==> src/rtl/des_key_schedule.sv <==
// Iterative DES key schedule: PC-1 load, per-round C/D rotation, PC-2 subkey with valid/ready.
// Define DES_KEY_PARITY_CHECK_EN to reject keys whose bytes fail odd parity (reported on key_err).
module des_key_schedule #(
    parameter int unsigned ROUNDS  = 16,
    parameter int unsigned OUT_REG = 1
) (
    input  logic        clk,
    input  logic        rst,
    input  logic        start,
    input  logic [64:1] key,
    input  logic        decrypt,
    output logic [48:1] subkey_out,
    output logic [3:0]  round_idx,
    output logic        subkey_valid,
    input  logic        subkey_ready,
    output logic        busy,
    output logic        done,
    output logic        key_err
);

    // Bit n of every vector here is DES bit n; C is CD bits 1..28, D is CD bits 29..56.
    localparam int unsigned Pc1Tab [56] = '{
        57, 49, 41, 33, 25, 17,  9,  1, 58, 50, 42, 34, 26, 18,
        10,  2, 59, 51, 43, 35, 27, 19, 11,  3, 60, 52, 44, 36,
        63, 55, 47, 39, 31, 23, 15,  7, 62, 54, 46, 38, 30, 22,
        14,  6, 61, 53, 45, 37, 29, 21, 13,  5, 28, 20, 12,  4
    };
    localparam int unsigned Pc2Tab [48] = '{
        14, 17, 11, 24,  1,  5,  3, 28, 15,  6, 21, 10,
        23, 19, 12,  4, 26,  8, 16,  7, 27, 20, 13,  2,
        41, 52, 31, 37, 47, 55, 30, 40, 51, 45, 33, 48,
        44, 49, 39, 56, 34, 53, 46, 42, 50, 36, 29, 32
    };

    function automatic logic [4:0] shift_of(input logic [4:0] n);
        return (n == 5'd1 || n == 5'd2 || n == 5'd9 || n == 5'd16) ? 5'd1 : 5'd2;
    endfunction

    function automatic logic [4:0] dec_load();
        int unsigned s;
        s = 0;
        for (int n = 1; n <= int'(ROUNDS); n++) s = s + 32'(shift_of(5'(n)));
        return 5'(s % 28);
    endfunction

    localparam logic [4:0] DecLoad = dec_load();
    localparam logic [3:0] LastIdx = 4'(ROUNDS - 1);

    function automatic logic [56:1] pc1(input logic [64:1] k);
        logic [56:1] r;
        for (int i = 0; i < 56; i++) r[i+1] = k[Pc1Tab[i][6:0]];
        return r;
    endfunction

    function automatic logic [48:1] pc2(input logic [56:1] cd);
        logic [48:1] r;
        for (int i = 0; i < 48; i++) r[i+1] = cd[Pc2Tab[i][5:0]];
        return r;
    endfunction

    // DES left rotation moves bit i+k into bit i, i.e. a vector right-rotate here.
    function automatic logic [28:1] rotl(input logic [28:1] x, input logic [4:0] k);
        return (x >> k) | (x << (5'd28 - k));
    endfunction

    function automatic logic [28:1] rotr(input logic [28:1] x, input logic [4:0] k);
        return rotl(x, 5'd28 - k);
    endfunction

    typedef enum logic [1:0] {StIdle, StGen, StFin} state_e;

    state_e      state_q;
    logic [28:1] c_q, d_q;
    logic [48:1] sub_q;
    logic [3:0]  idx_q;
    logic        dec_q, valid_q, busy_q, done_q;

    logic [56:1] cd_load;
    logic [28:1] c_ld, d_ld, c_rot, d_rot;
    logic [4:0]  ld_amt, hs_amt;
    logic        last, key_ok;

    always_comb begin
        cd_load = pc1(key);
        ld_amt  = decrypt ? DecLoad : 5'd1;
        c_ld    = rotl(cd_load[28:1], ld_amt);
        d_ld    = rotl(cd_load[56:29], ld_amt);
        // Encrypt steps to the next round's shift; decrypt undoes the current round's shift.
        hs_amt  = dec_q ? shift_of(5'(idx_q) + 5'd1) : shift_of(5'(idx_q) + 5'd2);
        c_rot   = dec_q ? rotr(c_q, hs_amt) : rotl(c_q, hs_amt);
        d_rot   = dec_q ? rotr(d_q, hs_amt) : rotl(d_q, hs_amt);
        last    = dec_q ? (idx_q == 4'd0) : (idx_q == LastIdx);
    end

`ifdef DES_KEY_PARITY_CHECK_EN
    logic key_err_q;

    always_comb begin
        key_ok = 1'b1;
        for (int k = 0; k < 8; k++) begin
            if (!(^key[8*k+8 -: 8])) key_ok = 1'b0;
        end
    end

    always_ff @(posedge clk or negedge rst) begin
        if (!rst) begin
            key_err_q <= 1'b0;
        end else if (state_q == StIdle && start) begin
            key_err_q <= !key_ok;
        end
    end

    assign key_err = key_err_q;
`else
    assign key_ok  = 1'b1;
    assign key_err = 1'b0;
`endif

    always_ff @(posedge clk or negedge rst) begin
        if (!rst) begin
            state_q <= StIdle;
            c_q     <= '0;
            d_q     <= '0;
            sub_q   <= '0;
            idx_q   <= '0;
            dec_q   <= 1'b0;
            valid_q <= 1'b0;
            busy_q  <= 1'b0;
            done_q  <= 1'b0;
        end else begin
            done_q <= 1'b0;
            case (state_q)
                StIdle: begin
                    if (start && key_ok) begin
                        c_q     <= c_ld;
                        d_q     <= d_ld;
                        dec_q   <= decrypt;
                        idx_q   <= decrypt ? LastIdx : 4'd0;
                        valid_q <= (OUT_REG == 0);
                        busy_q  <= 1'b1;
                        state_q <= StGen;
                    end
                end
                StGen: begin
                    if (!valid_q) begin
                        // Output-register fill cycle after a load or a rotation.
                        sub_q   <= pc2({d_q, c_q});
                        valid_q <= 1'b1;
                    end else if (subkey_ready) begin
                        if (last) begin
                            valid_q <= 1'b0;
                            done_q  <= 1'b1;
                            state_q <= StFin;
                        end else begin
                            c_q     <= c_rot;
                            d_q     <= d_rot;
                            idx_q   <= dec_q ? idx_q - 4'd1 : idx_q + 4'd1;
                            valid_q <= (OUT_REG == 0);
                        end
                    end
                end
                StFin: begin
                    busy_q  <= 1'b0;
                    state_q <= StIdle;
                end
                default: state_q <= StIdle;
            endcase
        end
    end

    assign subkey_out   = (OUT_REG != 0) ? sub_q : pc2({d_q, c_q});
    assign round_idx    = idx_q;
    assign subkey_valid = valid_q;
    assign busy         = busy_q;
    assign done         = done_q;

endmodule

==> config.mk <==
export PLATFORM = sky130hd
export DESIGN_NAME = des_key_schedule
export DESIGN_NICKNAME = d
export VERILOG_FILES = /design/src/rtl/des_key_schedule.sv
export SDC_FILE = /design/constraint.sdc
export NUM_CORES = 1
export LEC_CHECK = 0
export BUFFER_PORTS_ARGS = -buffer_cell sky130_fd_sc_hd__clkbuf_2
export CORE_MARGIN = 3
export CORE_UTILIZATION = 40
export CTS_CLUSTER_DIAMETER = 50
export DETAILED_ROUTE_END_ITERATION = 6
export PLACE_DENSITY = 0.57
export SETUP_SLACK_MARGIN = 0.05
export SLEW_MARGIN = 20
export SYNTH_ARGS = -nofsm -noshare
export SYNTH_HDL_FRONTEND = slang
export SYNTH_SLANG_ARGS = --single-unit
==> constraint.sdc <==
create_clock -name clk -period 6.73 [get_ports clk]
set_input_delay 2.019 -clock clk [delete_from_list [all_inputs] [get_ports clk]]
set_output_delay 2.019 -clock clk [all_outputs]
set_load 0.01 [all_outputs]
==> results of run 1 <==
stage by stage:
step	power, W	cell area (um^2)	hold WS (ns)
floorplan	0.00388	7460	0.483
global placement	0.00488	8180	0.490
detailed placement	0.00491	8180	0.495
CTS	0.00582	8760	0.507
global route	0.00632	8760	0.520
finish	0.00584	8760	0.502
path summary, 6_finish.rpt:
| check | endpoint | slack (ns) | cells past startpoint |
|---|---|---|---|
| setup / recovery | d_q[28]$_DFFE_PN0P_ | 2.09 | 13 |
| hold / removal | subkey_out[4]$_DFFE_PN0P_ | 0.50 | 1 |
| setup reg to reg | d_q[28]$_DFFE_PN0P_ | 2.09 | 13 |
| hold reg to reg | subkey_out[4]$_DFFE_PN0P_ | 0.50 | 1 |
| max in group asynchronous | subkey_out[12]$_DFFE_PN0P_ | 3.79 | 2 |
| min in group asynchronous | round_idx[0]$_DFFE_PN0P_ | 1.71 | 1 |
area by class of cell:
class / instances / area, um^2
Clock buffer: 22 / 474
Fill cell: 1806 / 9390
Timing Repair Buffer: 128 / 678
Inverter: 7 / 26.3
Sequential cell: 114 / 2850
Clock inverter: 10 / 108
Tap cell: 229 / 287
Multi-Input combinational cell: 681 / 4330
layer usage:
metal  global-route usage [%]  vias to the layer above
met5                        0                        -
met1                     36.6                     3537
li1                         -                     3418
met3                     5.31                       25
met2                     35.2                      330
met4                     5.30                        0
placed cells by master (no fill, tap or decap), types with 2 or more instances in the layout:
master	instances
a21oi_1	161
dfrtp_1	114
clkbuf_2	113
o21ai_0	96
nor2_1	88
mux2i_1	57
nand3_1	53
mux2_2	52
nand2_1	32
nor4_1	25
clkbuf_16	17
buf_4	15
o32a_1	14
o221ai_1	10
a2111oi_0	8
nor3_1	8
a31oi_1	8
a21boi_0	8
ha_1	6
a21o_1	5
inv_1	5
and3_1	5
clkinv_2	5
nand4_1	4
a211oi_1	4
o211ai_1	3
clkinvlp_4	3
clkbuf_8	3
o21ai_1	2
xnor2_1	2
nor2b_1	2
nand2b_1	2
bufinv_16	2
clkbuf_1	2
power by group through the flow:
| stage | registers, W | logic [W] | clock network [W] |
|---|---|---|---|
| after CTS | 0.00142 | 0.00349 | 0.000913 |
| after global placement | 0.00143 | 0.00346 | 0 |
| after global routing | 0.00148 | 0.00389 | 0.000944 |
| final | 0.00142 | 0.00352 | 0.000897 |
| after floorplan | 0.00135 | 0.00252 | 0 |
| after detailed placement | 0.00143 | 0.00348 | 0 |
kinds of logic after synthesis:
logic type	share of synthesized area [%]
flip-flops	38.2
AO/OA/AOI/OAI	25.6
AND/OR/NAND/NOR	14.0
buffers and inverters	4.34
adder cells (fa/ha/maj)	1.27
other	0.0503
XOR/XNOR	0.352
multiplexers	16.1
registers in the layout, indices dropped and copies added (netlist names):
register      flops
busy              1
done              1
round_idx         4
d_q              28
dec_q             1
c_q              28
subkey_valid      1
subkey_out       48
state_q           2
==> impl_metrics.tcl, run 1 <==
set metrics [dict create \
    instances_no_fill 1191 \
    numCtsBuffers 17 \
    cts_sinks 114 \
    synth_cell_types 56 \
    crit_required_ns 7.07 \
    finalClockSkew_ns 0.00785 \
    place_inst 1159 \
    cts_buffer_depth 2 \
    p_int_w 0.00292 \
    yosys_warnings 0 \
    routed_wl_mm 24.2 \
    die_w_um 143 \
    period_needed_ns 4.64 \
    die_h_um 143 \
    netlist_area_um2 7460 \
    maxCapViolCount 0 \
    setup_viol 0 \
    crit_slowest_cell "nand3_1" \
    n_antenna_cell 0 \
    ios 125 \
    dieArea_um2 20300 \
    initial_utilization_pct 41.1 \
    routabilityCongestion 0.879 \
    vias 7310 \
    rows 49 \
    antenna_found_initial 0 \
    tightest_slew_ns 0.973 \
    worst_path_largest_cell_delay_ns 0.67 \
    route.layer.met1.wl_mm 11.6 \
    routed.top_layer "met4" \
    fmax_mhz 215 \
    critPathMaxFanout 22 \
    slew_viol_final 0 \
    postSynth.asyncResetShare_pct 100 \
    area_growth_pct 17.4 \
    cts_resized 0 \
    grt_max_degree 71 \
    ir_worst_vdd_uv 307 \
    grt_pass1_wl_mm 39.3 \
    grt_setup_unrepaired "false" \
    io_buffers 115 \
    core-area_um2 18100 \
    relSlewSlack_pct 35.1 \
    clkSlewWorstSetupHoldPaths_ns 0.06 \
    dp_hpwl_mm 16.4 \
    post-route-util_pct 48.3 \
    crit_top_cell "ha_1" \
    cts_max_level 4 \
    yosysSeqAreaShare_pct 38.2 \
    p_seq_share_pct 24.4 \
    clk-insertion-delay-late_ns 0.42 \
    via_per_inst 6.14 \
    synth_top_area_share_pct 38.2 \
    cts_tree "yes" \
    grt_pass1_vias 6999 \
    yosys-top-cells-area "dfrtp_1, a21oi_1, mux2_2" \
    track_usage_pct 24.1 \
    cts_setup_buffers 0 \
    setup_tns_ns 0 \
    ys_ff_latch 114 \
    synth_common_cells "a21oi_1, dfrtp_1, o21ai_0, nor2_1, mux2i_1" \
    dpl_worst_slack_ns 2.12 \
    synthCells 876 \
    powerDensity_nw_per_um2 667 \
    avgSynthCellArea_um2 8.52 \
    hold_viol 0 \
    cp.arrival_ns 4.99 \
    crit_chain "ha_1 -> o21ai_0 -> a32oi_4 -> nand2_4 -> inv_2 -> ha_1 -> ha_1 -> nor2_1 -> nand3_1 -> buf_4 -> a21oi_1 -> nor3_1 -> a31oi_1" \
    setup_slack_ns 2.09 \
    drt-wirelength-per-cell_um 20.3 \
    drive_above_1_share_pct 23.2 \
    startpoint "round_idx[2]$_DFFE_PN0P_" \
    synth.most_common_cell "a21oi_1" \
    ant_nets 0 \
    p_switching_w 0.00291 \
    ys.flop_type "dfrtp_1" \
    synth_fp_nets 952 \
    power_frac_clock_pct 15.4 \
    cp-end-kind "flip-flop" \
    critical_path_class "reg -> reg" \
    synth_top_area_cell "dfrtp_1" \
    wl_met2_mm 10.6 \
    wl_met3_mm 1.77 \
    drt_iter0_markers 972 \
    min_period_over_period_pct 69.0 \
    nNetsFinal 1025 \
    combPwrFrac_pct 60.2 \
    critPathBufInv 2 \
    cts_root_buffer "clkbuf_16" \
    crit_family "simple AND/OR/NAND/NOR gates" \
    r2r_start "round_idx[2]$_DFFE_PN0P_" \
    post-route-drc-count 0 \
    grt_overflow 0 \
    worstHoldStart "subkey_out[4]$_DFFE_PN0P_" \
    cts_hold_buf 0 \
    hold_path.class "reg -> reg" \
    synth_edf_count 0 \
    dr.pass1.iters 6 \
    leakage_nw 3.76 \
    p_sw_share_pct 49.9 \
    worstSetupStartpointType "flip-flop" \
    outcome "completed" \
]
No activity file was read; power rests on OpenSTA's default activity.
==> inputs of run 2 (changes only) <==
Settings changed: PLACE_DENSITY 0.57 to 0.59.
Clock period 6.73 ns to 3.8 ns, I/O delays scaled along.
==> impl_metrics.tcl, run 2 (synthesized netlist as in run 1, its figures left out) <==
set metrics [dict create \
    period_needed_ns 3.38 \
    critPathBufInv 4 \
    cts_hold_buf 0 \
    worst_path_largest_cell_delay_ns 0.49 \
    via_per_inst 6.17 \
    slew_viol_final 0 \
    crit_slowest_cell "dfrtp_1" \
    hold_depth 1 \
    io_buffers 115 \
    post-route-util_pct 49.4 \
    routabilityCongestion 0.901 \
    outcome "completed" \
    relSlewSlack_pct 49.1 \
    hold_path.class "reg -> reg" \
    instances_no_fill 1211 \
    antenna_found_initial 0 \
    cts_sinks 114 \
    place_inst 1179 \
    clkSlewWorstSetupHoldPaths_ns 0.06 \
    ios 125 \
    crit_top_cell "ha_1" \
    die_w_um 143 \
    dr.pass1.iters 6 \
    rr_worst_depth 14 \
    crit_required_ns 4.09 \
    critical_path_class "reg -> reg" \
    cts_setup_buffers 0 \
    initial_utilization_pct 41.1 \
    cts_max_level 4 \
    grt_pass1_wl_mm 39.7 \
    cts_buffer_depth 2 \
    cts_root_buffer "clkbuf_16" \
    ant_nets 0 \
    fmax_mhz 296 \
    tightest_slew_ns 0.760 \
    maxCapViolCount 0 \
    post-route-drc-count 0 \
    clk-insertion-delay-late_ns 0.42 \
    cp-end-kind "flip-flop" \
    crit_family "compound AO/OA/AOI/OAI gates" \
    dieArea_um2 20300 \
    rows 49 \
    worst_r2r_endpoint "c_q[24]$_DFFE_PN0P_" \
    grt_max_degree 66 \
    p_total_w 0.0107 \
    cts_tree "yes" \
    routed_wl_mm 24.5 \
    grt_setup_unrepaired "false" \
    hold_end "subkey_out[4]$_DFFE_PN0P_" \
    die_h_um 143 \
    dp_hpwl_mm 17.1 \
    vias 7469 \
    track_usage_pct 24.6 \
    finalClockSkew_ns 0.0117 \
    final_cell_mix "a21oi_1, dfrtp_1, clkbuf_2" \
    hold_viol 0 \
    grt_pass1_vias 7151 \
    crit_chain "ha_1 -> o21ai_0 -> a32oi_4 -> nand2_4 -> inv_2 -> ha_1 -> inv_1 -> ha_1 -> inv_1 -> nand4_1 -> buf_4 -> a21oi_1 -> a2111oi_2 -> a21oi_1" \
    setup_viol 0 \
    worstHoldStart "subkey_out[4]$_DFFE_PN0P_" \
    powerDensity_nw_per_um2 1190 \
    fillers 1783 \
    drt_iter0_markers 778 \
    n_antenna_cell 0 \
    area_growth_pct 20.2 \
    r2r_start "round_idx[1]$_DFFE_PN0P_" \
    ir_worst_vdd_uv 612 \
    r2r_slack_ns 0.42 \
    largest_reg_flops 48 \
    worstSetupStartpointType "flip-flop" \
    drt-wirelength-per-cell_um 20.3 \
    setup_tns_ns 0 \
    nNetsFinal 1045 \
    final_common_cell "a21oi_1" \
    core-area_um2 18100 \
    cp.arrival_ns 3.66 \
    critPathMaxFanout 20 \
    drive_above_1_share_pct 24.6 \
    numCtsBuffers 17 \
    min_period_over_period_pct 88.9 \
    grt_overflow 0 \
    leakage_nw 3.89 \
]
run 2: worst max path at each step:
stage | from | cells past startpoint | slack (ns) | end
CTS | round_idx[1]$_DFFE_PN0P_ | 15 | 0.40 | c_q[24]$_DFFE_PN0P_
floorplan | round_idx[1]$_DFFE_PN0P_ | 14 | 0.32 | c_q[19]$_DFFE_PN0P_
detailed placement | round_idx[1]$_DFFE_PN0P_ | 15 | 0.43 | c_q[24]$_DFFE_PN0P_
finish | round_idx[1]$_DFFE_PN0P_ | 14 | 0.42 | c_q[24]$_DFFE_PN0P_
global route | round_idx[1]$_DFFE_PN0P_ | 14 | 0.09 | c_q[24]$_DFFE_PN0P_
global placement | round_idx[1]$_DFFE_PN0P_ | 15 | 0.46 | c_q[24]$_DFFE_PN0P_
run 2: power breakdown:
part	switching [W]	total [W]	internal (W)
Sequential	0.000625	0.00249	0.00186
Combinational	0.00404	0.00655	0.00251
Clock	0.000586	0.00165	0.00107
Total	0.00525	0.0107	0.00545
run 2: final cells by class:
cell class / count / area, um^2 / area share (%)
Multi-Input combinational cell: 681 / 4330 / 48.3
Sequential cell: 114 / 2850 / 31.8
Timing Repair Buffer: 148 / 866 / 9.65
Clock buffer: 24 / 512 / 5.70
Tap cell: 229 / 287 / 3.19
Clock inverter: 8 / 98.8 / 1.10
Inverter: 7 / 26.3 / 0.293
run 2: routing by layer:
layer  share of wire (%)  track usage [%]  vias up  routed length, um
met5                   0                0        -                  0
met4                 1.5             6.65        0                370
met3                 7.7             5.68       35               1900
met2                  44             35.2      365              10800
met1                  47             37.2     3609              11500
li1                    -                -     3460                  -
run 2: metrics by stage:
step / instance area [um^2] / hold slack, ns / worst slack, ns
final: 8970 / 0.504 / 0.422
after global routing: 8970 / 0.525 / 0.0898
after CTS: 8970 / 0.508 / 0.403
after detailed placement: 8360 / 0.496 / 0.430
after global placement: 8360 / 0.489 / 0.464
after floorplan: 7460 / 0.483 / 0.324
run 2: timing repair:
item | 4_1_cts | 5_1_grt
resized for setup | 0 | 1
hold endpoints to repair | 0 | 0
setup endpoints to repair | 0 | 1
==> inputs of run 3 (changes only) <==
Settings changed: CTS_BUF_LIST from default to sky130_fd_sc_hd__clkbuf_4.
==> impl_metrics.tcl, run 3 (synthesized netlist as in run 1, its figures left out) <==
set metrics [dict create \
    outcome "completed" \
    min_period_over_period_pct 89.5 \
    setup_viol 0 \
    grt_overflow 0 \
    use_met1_pct 36.8 \
    fillers 1834 \
    area_growth_pct 15.6 \
    critPathBufInv 3 \
    nNetsFinal 1045 \
    crit_required_ns 4.24 \
    routabilityCongestion 0.901 \
    worstSetupStartpointType "flip-flop" \
    tightest_slew_ns 0.753 \
    ir_worst_vdd_uv 611 \
    hold_end "subkey_out[4]$_DFFE_PN0P_" \
    dr.pass1.iters 6 \
    grt_pass1_vias 7151 \
    critical_path_class "reg -> reg" \
    r2r_start "round_idx[1]$_DFFE_PN0P_" \
    ant_nets 0 \
    crit_slowest_cell "dfrtp_1" \
    dp_hpwl_mm 17.1 \
    initial_utilization_pct 41.1 \
    top_usage_layer "met1" \
    setup_tns_ns 0 \
    worst_path_largest_cell_delay_ns 0.51 \
    via_per_inst 6.15 \
    crit_top_cell "ha_1" \
    powerDensity_nw_per_um2 1150 \
    cts_tree "yes" \
    r2r_slack_ns 0.40 \
    numCtsBuffers 17 \
    final_common_cell "a21oi_1" \
    core-area_um2 18100 \
    cts_hold_buf 0 \
    grt.met2_usage_pct 35.7 \
    drt-wirelength-per-cell_um 20.2 \
    cts_buffer_depth 2 \
    final_cell_mix "a21oi_1, dfrtp_1, clkbuf_2" \
    rows 49 \
    dpl_worst_slack_ns 0.430 \
    io_buffers 115 \
    hold_viol 0 \
    largest_reg_flops 48 \
    period_needed_ns 3.40 \
    cts_max_level 4 \
    drt_iter0_markers 791 \
    slew_viol_final 0 \
    die_w_um 143 \
    clkSlewWorstSetupHoldPaths_ns 0.10 \
    cts_sinks 114 \
    critPathMaxFanout 20 \
    relSlewSlack_pct 49.6 \
    worst_r2r_endpoint "c_q[24]$_DFFE_PN0P_" \
    cp-end-kind "flip-flop" \
    hold_depth 1 \
    post-route-drc-count 0 \
    grt_setup_unrepaired "false" \
    fmax_mhz 294 \
    drive_above_1_share_pct 24.1 \
    die_h_um 143 \
    grt_util_met3_pct 5.51 \
    antenna_found_initial 1 \
    worstHoldStart "subkey_out[4]$_DFFE_PN0P_" \
    routed_wl_mm 24.5 \
    finalClockSkew_ns 0.0199 \
    maxCapViolCount 0 \
    crit_chain "ha_1 -> o21ai_0 -> a32oi_4 -> nand2_4 -> inv_2 -> ha_1 -> inv_1 -> ha_1 -> nor2_1 -> nand3_1 -> buf_4 -> a21oi_1 -> a2111oi_2 -> a21oi_1" \
    grt_max_degree 66 \
    post-route-util_pct 47.5 \
    crit_family "compound AO/OA/AOI/OAI gates" \
    hold_path.class "reg -> reg" \
    leakage_nw 3.72 \
    track_usage_pct 24.6 \
    dieArea_um2 20300 \
    ios 125 \
    setup_slack_ns 0.398 \
    cp.arrival_ns 3.85 \
    cts_root_buffer "clkbuf_4" \
    rr_worst_depth 14 \
    grt_pass1_wl_mm 39.6 \
    clk-insertion-delay-late_ns 0.57 \
    vias 7472 \
]
-- run 3: changes by cell type in the layout (fill, tap and decap cells not counted) --
cell / change
clkbuf_1: -1
clkbuf_16: -17
clkbuf_4: +18
clkbuf_8: -6
clkinv_1: +6
diode_2: +4
-- run 3: area by class of cell --
cell class                      instances  area, um^2  share of cell area, %
Timing Repair Buffer                  148         866                   10.0
Tap cell                              229         287                   3.32
Inverter                                7        26.3                  0.305
Multi-Input combinational cell        681        4330                   50.2
Clock inverter                         14         121                   1.41
Clock buffer                           18         135                   1.57
Antenna cell                            4        10.0                  0.116
Sequential cell                       114        2850                   33.1
-- run 3: worst max path at each step --
stage                                   from                  end  slack, ns  depth (start not counted)
floorplan           round_idx[1]$_DFFE_PN0P_  c_q[19]$_DFFE_PN0P_       0.32                         14
global placement    round_idx[1]$_DFFE_PN0P_  c_q[24]$_DFFE_PN0P_       0.46                         15
detailed placement  round_idx[1]$_DFFE_PN0P_  c_q[24]$_DFFE_PN0P_       0.43                         15
CTS                 round_idx[1]$_DFFE_PN0P_  c_q[24]$_DFFE_PN0P_       0.39                         15
global route        round_idx[1]$_DFFE_PN0P_  c_q[24]$_DFFE_PN0P_       0.06                         14
finish              round_idx[1]$_DFFE_PN0P_  c_q[24]$_DFFE_PN0P_       0.40                         14
-- run 3: repair_timing --
| item | 4_1_cts | 5_1_grt |
|---|---|---|
| resized for setup | 0 | 1 |
| setup endpoints to repair | 0 | 1 |
| setup buffers | 0 | 0 |
-- run 3: per-stage QoR --
| stage | hold slack (ns) | cells | power (W) | instance area [um^2] |
|---|---|---|---|---|
| 2_1_floorplan | 0.483 | 876 | 0.00687 | 7460 |
| 3_3_place_gp | 0.489 | 1179 | 0.00889 | 8360 |
| 3_5_place_dp | 0.496 | 1179 | 0.00895 | 8360 |
| 4_1_cts | 0.519 | 1211 | 0.00985 | 8620 |
| 5_1_grt | 0.538 | 1215 | 0.0108 | 8630 |
| 6_report | 0.513 | 1215 | 0.00991 | 8630 |
-- run 3: routing by layer --
metal / part of all wire, % / vias up
met5: 0 / -
met2: 44 / 369
met1: 46 / 3607
met3: 7.9 / 34
li1: - / 3462
met4: 1.7 / 0
-- run 3: report_power, final --
group | internal (W) | switching, W
clock network | 0.000380 | 0.000499
logic | 0.00252 | 0.00403
registers | 0.00186 | 0.000626
total | 0.00475 | 0.00516
-- run 3: worst register-to-register path: cells and delay by family (launching register included) --
family / cells / cell delay [ns]
buf+inv: 3 / 0.38
fa+ha+maj: 3 / 0.80
simple gates: 3 / 0.42
flops: 1 / 0.51
compound gates: 5 / 1.16
